[config.mk]
export PLATFORM = sky130hd
export DESIGN_NAME = fetch_unit
export DESIGN_NICKNAME = d
export VERILOG_FILES = /design/src/rtl/fetch_unit_pkg.sv /design/src/rtl/fetch_unit.sv
export SDC_FILE = /design/constraint.sdc
export NUM_CORES = 1
export LEC_CHECK = 0
export ABC_AREA = 1
export CAP_MARGIN = 20
export CORE_ASPECT_RATIO = 1.2
export CORE_MARGIN = 2
export CORE_UTILIZATION = 45
export CTS_BUF_LIST = sky130_fd_sc_hd__clkbuf_4
export DETAILED_ROUTE_END_ITERATION = 8
export PLACE_DENSITY = 0.81
export SLEW_MARGIN = 25
export SYNTH_ARGS = -nofsm -noshare
export SYNTH_HDL_FRONTEND = slang
export SYNTH_SLANG_ARGS = --single-unit
[constraint.sdc]
create_clock -name clock -period 3 [get_ports clock]
set_input_delay 0.45 -clock clock [delete_from_list [all_inputs] [get_ports clock]]
set_output_delay 0.45 -clock clock [all_outputs]
set_load 0.1 [all_outputs]
[src/rtl/fetch_unit_pkg.sv]
// Shared fetch-unit definitions: datapath width, PC increment, timeout depth and FSM encoding.
package fetch_unit_pkg;

    localparam int DEF_WORD_W   = 16;
    localparam int DEF_PC_STEP  = 2;
    localparam int DEF_MAX_WAIT = 8;

    typedef enum logic [1:0] {
        FS_IDLE  = 2'd0,
        FS_REQ   = 2'd1,
        FS_WAIT  = 2'd2,
        FS_WRITE = 2'd3
    } fetch_state_t;

    // The wait counter only has to reach MAX_WAIT-1 before the timeout fires.
    function automatic int wait_cnt_width(input int max_wait);
        return (max_wait < 2) ? 1 : $clog2(max_wait);
    endfunction

endpackage

[src/rtl/fetch_unit.sv]
// Instruction-fetch sequencer: reads one instruction at pc_in, loads the IR and
// hands PC+PC_STEP to the PC module with a single-cycle PCWrite.
module fetch_unit
    import fetch_unit_pkg::*;
#(
    parameter int WORD_W   = DEF_WORD_W,
    parameter int PC_STEP  = DEF_PC_STEP,
    parameter int MAX_WAIT = DEF_MAX_WAIT
) (
    input  logic              clock,
    input  logic              reset,
    input  logic              fetch_start,
    input  logic              flush,
    input  logic [WORD_W-1:0] pc_in,
    output logic [WORD_W-1:0] mem_addr,
    output logic              mem_read,
    input  logic [WORD_W-1:0] mem_rdata,
    input  logic              mem_ready,
    output logic [WORD_W-1:0] ir_out,
    output logic [WORD_W-1:0] pc_next,
    output logic              PCWrite,
    output logic              fetch_done,
    output logic              fetch_error,
    output logic              busy
);

    localparam int              CNT_W     = wait_cnt_width(MAX_WAIT);
    localparam logic [CNT_W-1:0] WAIT_LAST = CNT_W'(MAX_WAIT - 1);

    fetch_state_t     state;
    logic [CNT_W-1:0] wait_cnt;

    // NOTE: every register here, outputs included, is assigned with <= so all
    // of them see the same pre-edge values regardless of statement order.
    always_ff @(posedge clock) begin
        if (reset) begin
            state       <= FS_IDLE;
            wait_cnt    <= '0;
            mem_addr    <= '0;
            mem_read    <= 1'b0;
            ir_out      <= '0;
            pc_next     <= '0;
            PCWrite     <= 1'b0;
            fetch_done  <= 1'b0;
            fetch_error <= 1'b0;
            busy        <= 1'b0;
        end else begin
            PCWrite    <= 1'b0;
            fetch_done <= 1'b0;

            case (state)
                FS_IDLE: begin
                    if (fetch_start) begin
                        mem_addr    <= pc_in;
                        fetch_error <= 1'b0;
                        wait_cnt    <= '0;
                        mem_read    <= 1'b1;
                        busy        <= 1'b1;
                        state       <= FS_REQ;
                    end
                end

                FS_REQ, FS_WAIT: begin
                    // Priority: flush beats a ready response and beats the timeout.
                    if (flush) begin
                        mem_read <= 1'b0;
                        busy     <= 1'b0;
                        state    <= FS_IDLE;
                    end else if (mem_ready) begin
                        ir_out     <= mem_rdata;
                        pc_next    <= mem_addr + WORD_W'(PC_STEP);
                        mem_read   <= 1'b0;
                        PCWrite    <= 1'b1;
                        fetch_done <= 1'b1;
                        state      <= FS_WRITE;
                    end else if (wait_cnt == WAIT_LAST) begin
                        fetch_error <= 1'b1;
                        mem_read    <= 1'b0;
                        busy        <= 1'b0;
                        state       <= FS_IDLE;
                    end else begin
                        wait_cnt <= wait_cnt + 1'b1;
                        state    <= FS_WAIT;
                    end
                end

                FS_WRITE: begin
                    busy  <= 1'b0;
                    state <= FS_IDLE;
                end

                default: state <= FS_IDLE;
            endcase
        end
    end

endmodule

==> results of run 1 <==
==> report_power, final <==
part | switching (mW) | total [mW] | internal (mW)
clock network | 0.268 | 0.434 | 0.166
registers | 0.0652 | 0.907 | 0.842
logic | 0.722 | 0.945 | 0.223
total | 1.05 | 2.29 | 1.23
==> worst paths after layout <==
check | endpoint | depth (start not counted) | start
setup / recovery | mem_addr[6] | 6 | state[0]
hold / removal | fetch_error | 2 | fetch_error
setup reg to reg | mem_addr[6] | 6 | state[0]
hold reg to reg | fetch_error | 2 | fetch_error
==> layout by cell type, fill, tap and decap left out, drive strengths merged <==
master         instances
ha                     6
or2                    1
clkbuf                10
o21a                  11
nand2                 42
dfxtp                 57
buf                   55
nor2                  71
a21oi                 16
o21ai                 47
nand3                 18
xnor2                  2
clkdlybuf4s50         36
nand4                  6
inv                   36
xor2                   4
nor2b                  1
clkinv                 6
o21bai                 2
==> synthesized netlist by cell type (2+ instances only) <==
cell and n:
xor2_1 4, o21ai_0 45, buf_6 3, nand3_1 18
buf_4 4, ha_1 6, o21a_1 11, xnor2_1 2
o21ai_1 2, inv_1 35, a21oi_1 16, o21bai_1 2
nand2_1 41, nor2_1 69, nand4_1 6, dfxtp_1 57
clkbuf_1 6
==> per-layer routing <==
layer	track usage [%]	vias to the layer above
met5	0	-
met4	8.75	0
met3	4.47	9
met2	34.4	75
met1	23.6	1080
li1	-	1253
==> through the flow <==
stage,area [um2],utilization (%)
2_1_floorplan,2490,-
3_3_place_gp,3250,61.0
3_5_place_dp,3250,61.0
4_1_cts,3350,62.9
5_1_grt,3350,62.9
6_report,3350,62.9
==> cell families (layout without fill, tap and decap cells) <==
logic type | Yosys count | in the layout | share of synthesized area [%]
AO/OA/AOI/OAI | 76 | 76 | 16.6
XOR/XNOR | 6 | 6 | 2.11
adder cells (fa/ha/maj) | 6 | 6 | 3.01
buffers and inverters | 50 | 143 | 9.08
flip-flops | 57 | 57 | 45.8
AND/OR/NAND/NOR | 139 | 139 | 23.5
==> sequential cells by signal (all words and copies together), names as in the netlist <==
register / count
mem_addr: 16
state: 2
ir_out: 16
fetch_error: 1
busy: 1
mem_read: 1
fetch_done: 1
wait_cnt: 3
pc_next: 16
==> cell type report <==
cell class                      count  area share [%]
Inverter                           36            4.03
Timing Repair Buffer               91            23.1
Tap cell                           62            2.31
Clock buffer                       10            2.24
Multi-Input combinational cell    227            33.6
Sequential cell                    57            34.0
Clock inverter                      6           0.746
==> worst max-delay path, delay by kind of cell (launching register included) <==
family	cells	cell delay [ps]
and+or+nand+nor	3	790
buffers and inverters	2	390
DFF	1	370
adders and majority gates	1	230
==> impl_metrics.toml, run 1 <==
[cts]
cts-hold-fix-buffers = 0
clkSinkCount = 57
cts_made_buffers = 9
cts_tree = "built"
clk_path_buf_depth = 2
cts_setup_buffers = 0
path_clk_slew_ps = 90
cts_root_buf = "clkbuf_4"
clock_latency_ps = 400
h-tree-depth = 3
cts_resized = 0

[floorplan]
rows = 29
die_h_um = 85.5
core_area_um2 = 5330
dieArea_um2 = 6160
start_util_pct = 46.8
io_pins = 90
fp.dieW_um = 72.0

[drt]
routed.top_layer = "met4"
routed-wl-met2_um = 2980
vias = 2417
routed_wl_um = 6000
met3_length_um = 397
routed_via_density = 4.94
first_pass_iters = 4
wl_per_cell_um = 12.3
met1Wirelength_um = 2510
drc = 0
ant_nets = 0
drt_iter0_drc = 119

[sta]
worst_pin_slew_ps = 746
fin_crit_sh_pct = 63.0
holdWs_ps = 466
post-route-min-period_ps = 1890
fin_worst_skew_ps = 10.1
tns_ps = 0
drv_slew = 0
max_slew_margin_pct = 50.1
hold_violations = 0
setup_violations = 0
setup_slack_ps = 1110
fmax_mhz = 529
rsz0062_at_grt = "no"

[power]
power.density_nw_per_um2 = 682
leakage_nw = 1.57
vdd_ir_drop_max_uv = 454
total_power_mw = 2.29

[synth]
synth_largest_area_cell = "dfxtp_1"
synth_cells = 334
syn_avg_cell_area_um2 = 7.47
yosys_warnings = 0
async_flop_share_pct = 0
synth-edff-count = 0
synth_cell_types = 24
synth_area_leaders = "dfxtp_1, nor2_1, o21ai_0, nand2_1, inv_1"
yosysTopAreaCellShare_pct = 45.8
synth_nets = 377
seq_area_frac_synth_pct = 45.8
synth-seq-cells = 57
netlist_area_um2 = 2490
synthFlopType = "dfxtp_1"

[global_routing]
groute.usage.overall_pct = 20.0
antenna_found_initial = 0
grt-ovfl-total = 0
grt_pass1_vias = 2134
grt_max_degree = 42
grt_pass1_wl_um = 9560

[worst_setup_path]
worstSetupPathType = "register to register"
cp_data_arrival_time_ps = 2180
start_kind = "register"
critical_path_required_ps = 3290
cp_max_fo = 26
slowest_stage = "nand2_1"
slowest_delay_ps = 560
reg2reg_slack_ps = 1110
path_cells = "inv_1 -> ha_1 -> nand2_1 -> inv_1 -> nor2_1 -> nor2_1"
endpoint_kind = "register"

[final_layout]
nFillCells = 505
ff_latch_area_um2 = 1140
diodes = 0
multiInputGateArea_um2 = 1130
nets = 465
layout-drive-gt1-share_pct = 16.9
final_cell_count_no_fill = 489
area_growth_pct = 34.5

[status]
status = "finished, final reports clean"

[worst_hold_path]
hp-class = "register to register"

[placement]
dp_hpwl_um = 4400
post-place-cells = 473
pre_cts_ws_ps = 917
gp_congestion = 0.818
port_buffers = 89

[job]
maxCapViolations = 0
(Power assumes the default switching activity.)
==> run 2, diff against run 1 <==
==> constraint.sdc (replaced) <==
create_clock -name clock -period 1.74 [get_ports clock]
set_input_delay 0.261 -clock clock [delete_from_list [all_inputs] [get_ports clock]]
set_output_delay 0.261 -clock clock [all_outputs]
set_load 0.1 [all_outputs]
==> run 2 against run 1 <==
Non-clock buffer count increased by 7. Sequential cell count unchanged. Critical path type unchanged. Count of clock-buffer cells in the layout increased by 1. Largest power group unchanged. Critical path depth increased by 1.
==> impl_metrics.toml, run 2 (synthesis gave the netlist of run 1 again) <==
[drt]
first_pass_iters = 5
wl_per_cell_um = 13.2
routed_wl_um = 6540
vias = 2570
drc = 0
ant_nets = 0
routed_via_density = 5.17
drt_iter0_drc = 226

[placement]
dpl-instance-area_um2 = 3750
port_buffers = 89
dp_hpwl_um = 4650
pre_cts_ws_ps = -20.6
gp_congestion = 0.796

[cts]
path_clk_slew_ps = 100
clkSinkCount = 57
cts_tree = "built"
cts_made_buffers = 9
h-tree-depth = 3
cts_root_buf = "clkbuf_4"
clock_latency_ps = 390
cts-hold-fix-buffers = 0
clk_path_buf_depth = 2

[sta]
max_slew_margin_pct = 72.8
rsz0062_at_grt = "no"
hold_violations = 0
fmax_mhz = 617
setup_violations = 0
post-route-min-period_ps = 1620
fin_crit_sh_pct = 93.1
worst_pin_slew_ps = 406
tns_ps = 0
setup_slack_ps = 120
drv_slew = 0
fin_worst_skew_ps = 17.1

[power]
power.density_nw_per_um2 = 1170
leakage_nw = 1.76
vdd_ir_drop_max_uv = 973

[worst_setup_path]
cp_max_fo = 23
cp_data_arrival_time_ps = 1910
slowest_stage = "ha_2"
cpMostUsedCell = "inv_1"
r2r_cells = 7
reg2reg_slack_ps = 120
slowest_delay_ps = 400
r2r_start = "state[1]"
cp-endpoint = "pc_next[5]"
regToRegEndpoint = "pc_next[5]"
critPathLaunch = "state[1]"
critical_path_required_ps = 2030
start_kind = "register"
path_cells = "inv_1 -> ha_2 -> nand2_4 -> nor2_8 -> inv_4 -> o21ai_0 -> inv_1"
endpoint_kind = "register"
worstSetupPathType = "register to register"

[final_layout]
layout-drive-gt1-share_pct = 22.8
area_growth_pct = 59.2
nets = 473
diodes = 0
largestRegisters = "ir_out (16), mem_addr (16), pc_next (16)"
stdcell_area_um2 = 3970
layout_commonest_cell = "nor2_1"
layout_common_cells = "nor2_1, o21ai_0, dfxtp_1, nand2_1, buf_12"
nFillCells = 366

[status]
status = "finished, final reports clean"

[job]
maxCapViolations = 0

[floorplan]
core_area_um2 = 5330
die_h_um = 85.5
dieArea_um2 = 6160
fp.dieW_um = 72.0
rows = 29
start_util_pct = 46.8
io_pins = 90

[worst_hold_path]
hp-class = "primary input to register"

[global_routing]
antenna_found_initial = 0
grt_pass1_vias = 2364
grt_pass1_wl_um = 10500
grt-ovfl-total = 0
grt_max_degree = 52
groute.usage.overall_pct = 21.7
## run 2: cell types whose count changed in the layout (fill, tap and decap cells not counted), moves of 2 or more
cell,before,now
dfxtp_2,0,13
buf_4,55,25
clkinvlp_4,0,2
clkinv_1,4,0
dfxtp_1,57,44
bufinv_16,0,2
buf_12,0,37
## run 2: metal layers
layer	GRT usage [%]	up-vias	part of all wire [%]
met2	36.2	103	50
met3	5.17	24	5.7
met4	13.9	0	4.1
li1	-	1281	-
met1	24.8	1162	41
met5	0	-	0
## run 2: worst max-delay path, delay by kind of cell (launching register included)
kind	cells	cell delay (ps)
buffers and inverters	3	260
adders and majority gates	1	400
and+or+nand+nor	2	300
AOI/OAI and AO/OA	1	190
DFF	1	360
## run 2: layout make-up
cell class,count,area (um2),area share (%)
clock buffers,11,82.6,2.08
clock inverters,5,80.1,2.02
inverters,36,138,3.47
multi-input cells,228,1140,28.8
flip-flops and latches,57,1160,29.2
well taps,62,77.6,1.95
repair buffers,98,1290,32.5
## run 2: worst min-delay path by stage
stage                      start           to  slack, ps  cells after the start
CTS                 mem_rdata[1]    ir_out[1]        430                      3
floorplan                  reset  fetch_error        330                      1
detailed placement      state[1]     state[1]        480                      2
global route        mem_rdata[3]    ir_out[3]        430                      3
global placement        state[1]     state[1]        470                      2
finish              mem_rdata[1]    ir_out[1]        440                      3
## run 2: timing repair
action	CTS	global route
setup endpoints to repair	2	37
gates cloned	0	1
endpoints found under the hold margin	0	0
gates resized for setup	1	5
pin swaps	0	1
setup buffers	0	4
## run 2: power breakdown
part           total [mW]  switching (mW)  internal, mW  leakage, nW
Sequential           1.63           0.168          1.46        0.471
Combinational        1.91            1.27         0.635         1.21
Clock                1.10           0.488         0.613       0.0831
Total                4.64            1.93          2.71         1.76
## run 2: stage by stage
step | power (mW) | hold slack [ps] | cells | util, %
2_1_floorplan | 2.87 | 330 | 334 | -
3_3_place_gp | 3.49 | 467 | 476 | 70.4
3_5_place_dp | 3.52 | 479 | 476 | 70.4
4_1_cts | 4.63 | 429 | 492 | 73.5
5_1_grt | 4.83 | 430 | 497 | 74.4
6_report | 4.64 | 445 | 497 | 74.4
==> run 3, diff against run 2 <==
--- a/config.mk
+++ b/config.mk
@@ -12,6 +12,7 @@
 export CORE_UTILIZATION = 45
 export CTS_BUF_LIST = sky130_fd_sc_hd__clkbuf_4
 export DETAILED_ROUTE_END_ITERATION = 8
+export GPL_TIMING_DRIVEN = 0
 export PLACE_DENSITY = 0.81
 export SLEW_MARGIN = 25
 export SYNTH_ARGS = -nofsm -noshare
==> run 3 against run 2 <==
Count of clock-buffer cells in the layout is 1 lower. Fmax fell by 2.1%. Sequential cell count unchanged. Final cell count rose by 0.60%. Register-to-register slack gained 30 ps. Sequential power fell by 4%. Highest routed layer unchanged.
==> impl_metrics.toml, run 3 (synthesis gave the netlist of run 1 again) <==
[drt]
ant_nets = 0
routed_wl_um = 6510
wl_per_cell_um = 13.0
drc = 0
drt_iter0_drc = 189
first_pass_iters = 6
routed_via_density = 5.04
vias = 2521

[worst_setup_path]
cp_max_fo = 6
endpoint_kind = "primary output"
slowest_stage = "clkdlybuf4s15_2"
path_cells = "clkdlybuf4s15_2"
cp_data_arrival_time_ps = 1390
cp_num_buf_inv = 1
path_delay_family = "buffers and inverters"
worstSetupPathType = "register to primary output"
critical_path_required_ps = 1480
slowest_delay_ps = 580
start_kind = "register"

[power]
combPwrFrac_pct = 41.8
p_clk_share_pct = 19.0
power.density_nw_per_um2 = 1100
swShare_pct = 46.0
pwr-share-seq_pct = 39.2
vdd_ir_drop_max_uv = 656
p_switching_mw = 1.84
leakage_nw = 1.55
p_int_mw = 2.17

[cts]
cts_made_buffers = 9
cts_root_buf = "clkbuf_4"
h-tree-depth = 3
cts_setup_buffers = 0
path_clk_slew_ps = 100
clkSinkCount = 57
cts_tree = "built"
clk_path_buf_depth = 2
clock_latency_ps = 400

[sta]
rsz0062_at_grt = "no"
tns_ps = 0
setup_violations = 0
fmax_mhz = 604
fin_crit_sh_pct = 95.1
post-route-min-period_ps = 1660
max_slew_margin_pct = 62.6
fin_worst_skew_ps = 15.6
setup_slack_ps = 84.9
hold_violations = 0
worst_pin_slew_ps = 564
drv_slew = 0

[status]
status = "finished, final reports clean"

[final_layout]
utilization_pct = 68.4
area_growth_pct = 46.2
nets = 477
diodes = 0
final_cell_count_no_fill = 500
layout-drive-gt1-share_pct = 21.5
layout_commonest_cell = "nor2_1"
largestRegisters = "ir_out (16), mem_addr (16), pc_next (16)"
stdcell_area_um2 = 3650
layout_common_cells = "nor2_1, clkdlybuf4s15_2, dfxtp_1, o21ai_0, nand2_1"

[floorplan]
io_pins = 90
core_area_um2 = 5330
dieArea_um2 = 6160
die_h_um = 85.5
fp.dieW_um = 72.0
start_util_pct = 46.8
rows = 29

[job]
maxCapViolations = 0

[global_routing]
antenna_found_initial = 0
groute.usage.overall_pct = 22.3
grt-ovfl-total = 0
grt_pass1_wl_um = 10600
grt_pass1_vias = 2312
grt_max_degree = 11

[worst_hold_path]
hp-class = "primary input to register"

[placement]
dp_hpwl_um = 4850
gp_congestion = 0.814
post-place-cells = 485
dpl-instance-area_um2 = 3480
pre_cts_ws_ps = -51.4
port_buffers = 89
[run 3: metal layers]
metal / routed length (um) / GRT usage (%)
met4: 114 / 11.1
met3: 413 / 4.11
met5: 0 / 0
met2: 3220 / 38.0
met1: 2770 / 26.7
[run 3: power groups by stage]
stage	Sequential (mW)	Combinational, mW	Clock [mW]
global route	1.59	1.77	0.836
detailed placement	1.60	1.71	0
global placement	1.60	1.69	0
finish	1.57	1.68	0.760
floorplan	2.46	0.407	0
CTS	1.57	1.67	0.780
[run 3: tightest hold or removal path, cell delays in order]
cell             delay, ps
clkdlybuf4s50_1        390
nor2_1                 100
nor2_1                  50
[run 3: path summary, 6_finish.rpt]
path,start,end,slack [ps],cells past startpoint
setup / recovery,mem_addr[8],mem_addr[8],80,1
hold / removal,mem_rdata[14],ir_out[14],440,3
setup reg to reg,state[1],ir_out[15],150,8
hold reg to reg,fetch_error,fetch_error,470,2
[run 3: what timing repair did]
action	in CTS	in global routing
setup endpoints to repair	53	14
gates resized for setup	159	5
hold buffers	0	0
gates cloned	0	0
[run 3: final cells by class]
class                      count  area, um2
multi-input combinational    227       1130
fill                         472       1690
buffer                        14       92.6
clock inverter                 5       23.8
inverter                      36        135
clock buffer                  10       75.1
tap                           62       77.6
timing repair buffer          89        957
sequential                    57       1160
[run 3: stage by stage]
step | total power [mW] | hold slack (ps)
after floorplan | 2.87 | 330
after global placement | 3.28 | 455
after detailed placement | 3.31 | 455
after CTS | 4.03 | 426
after global routing | 4.20 | 452
final | 4.01 | 445
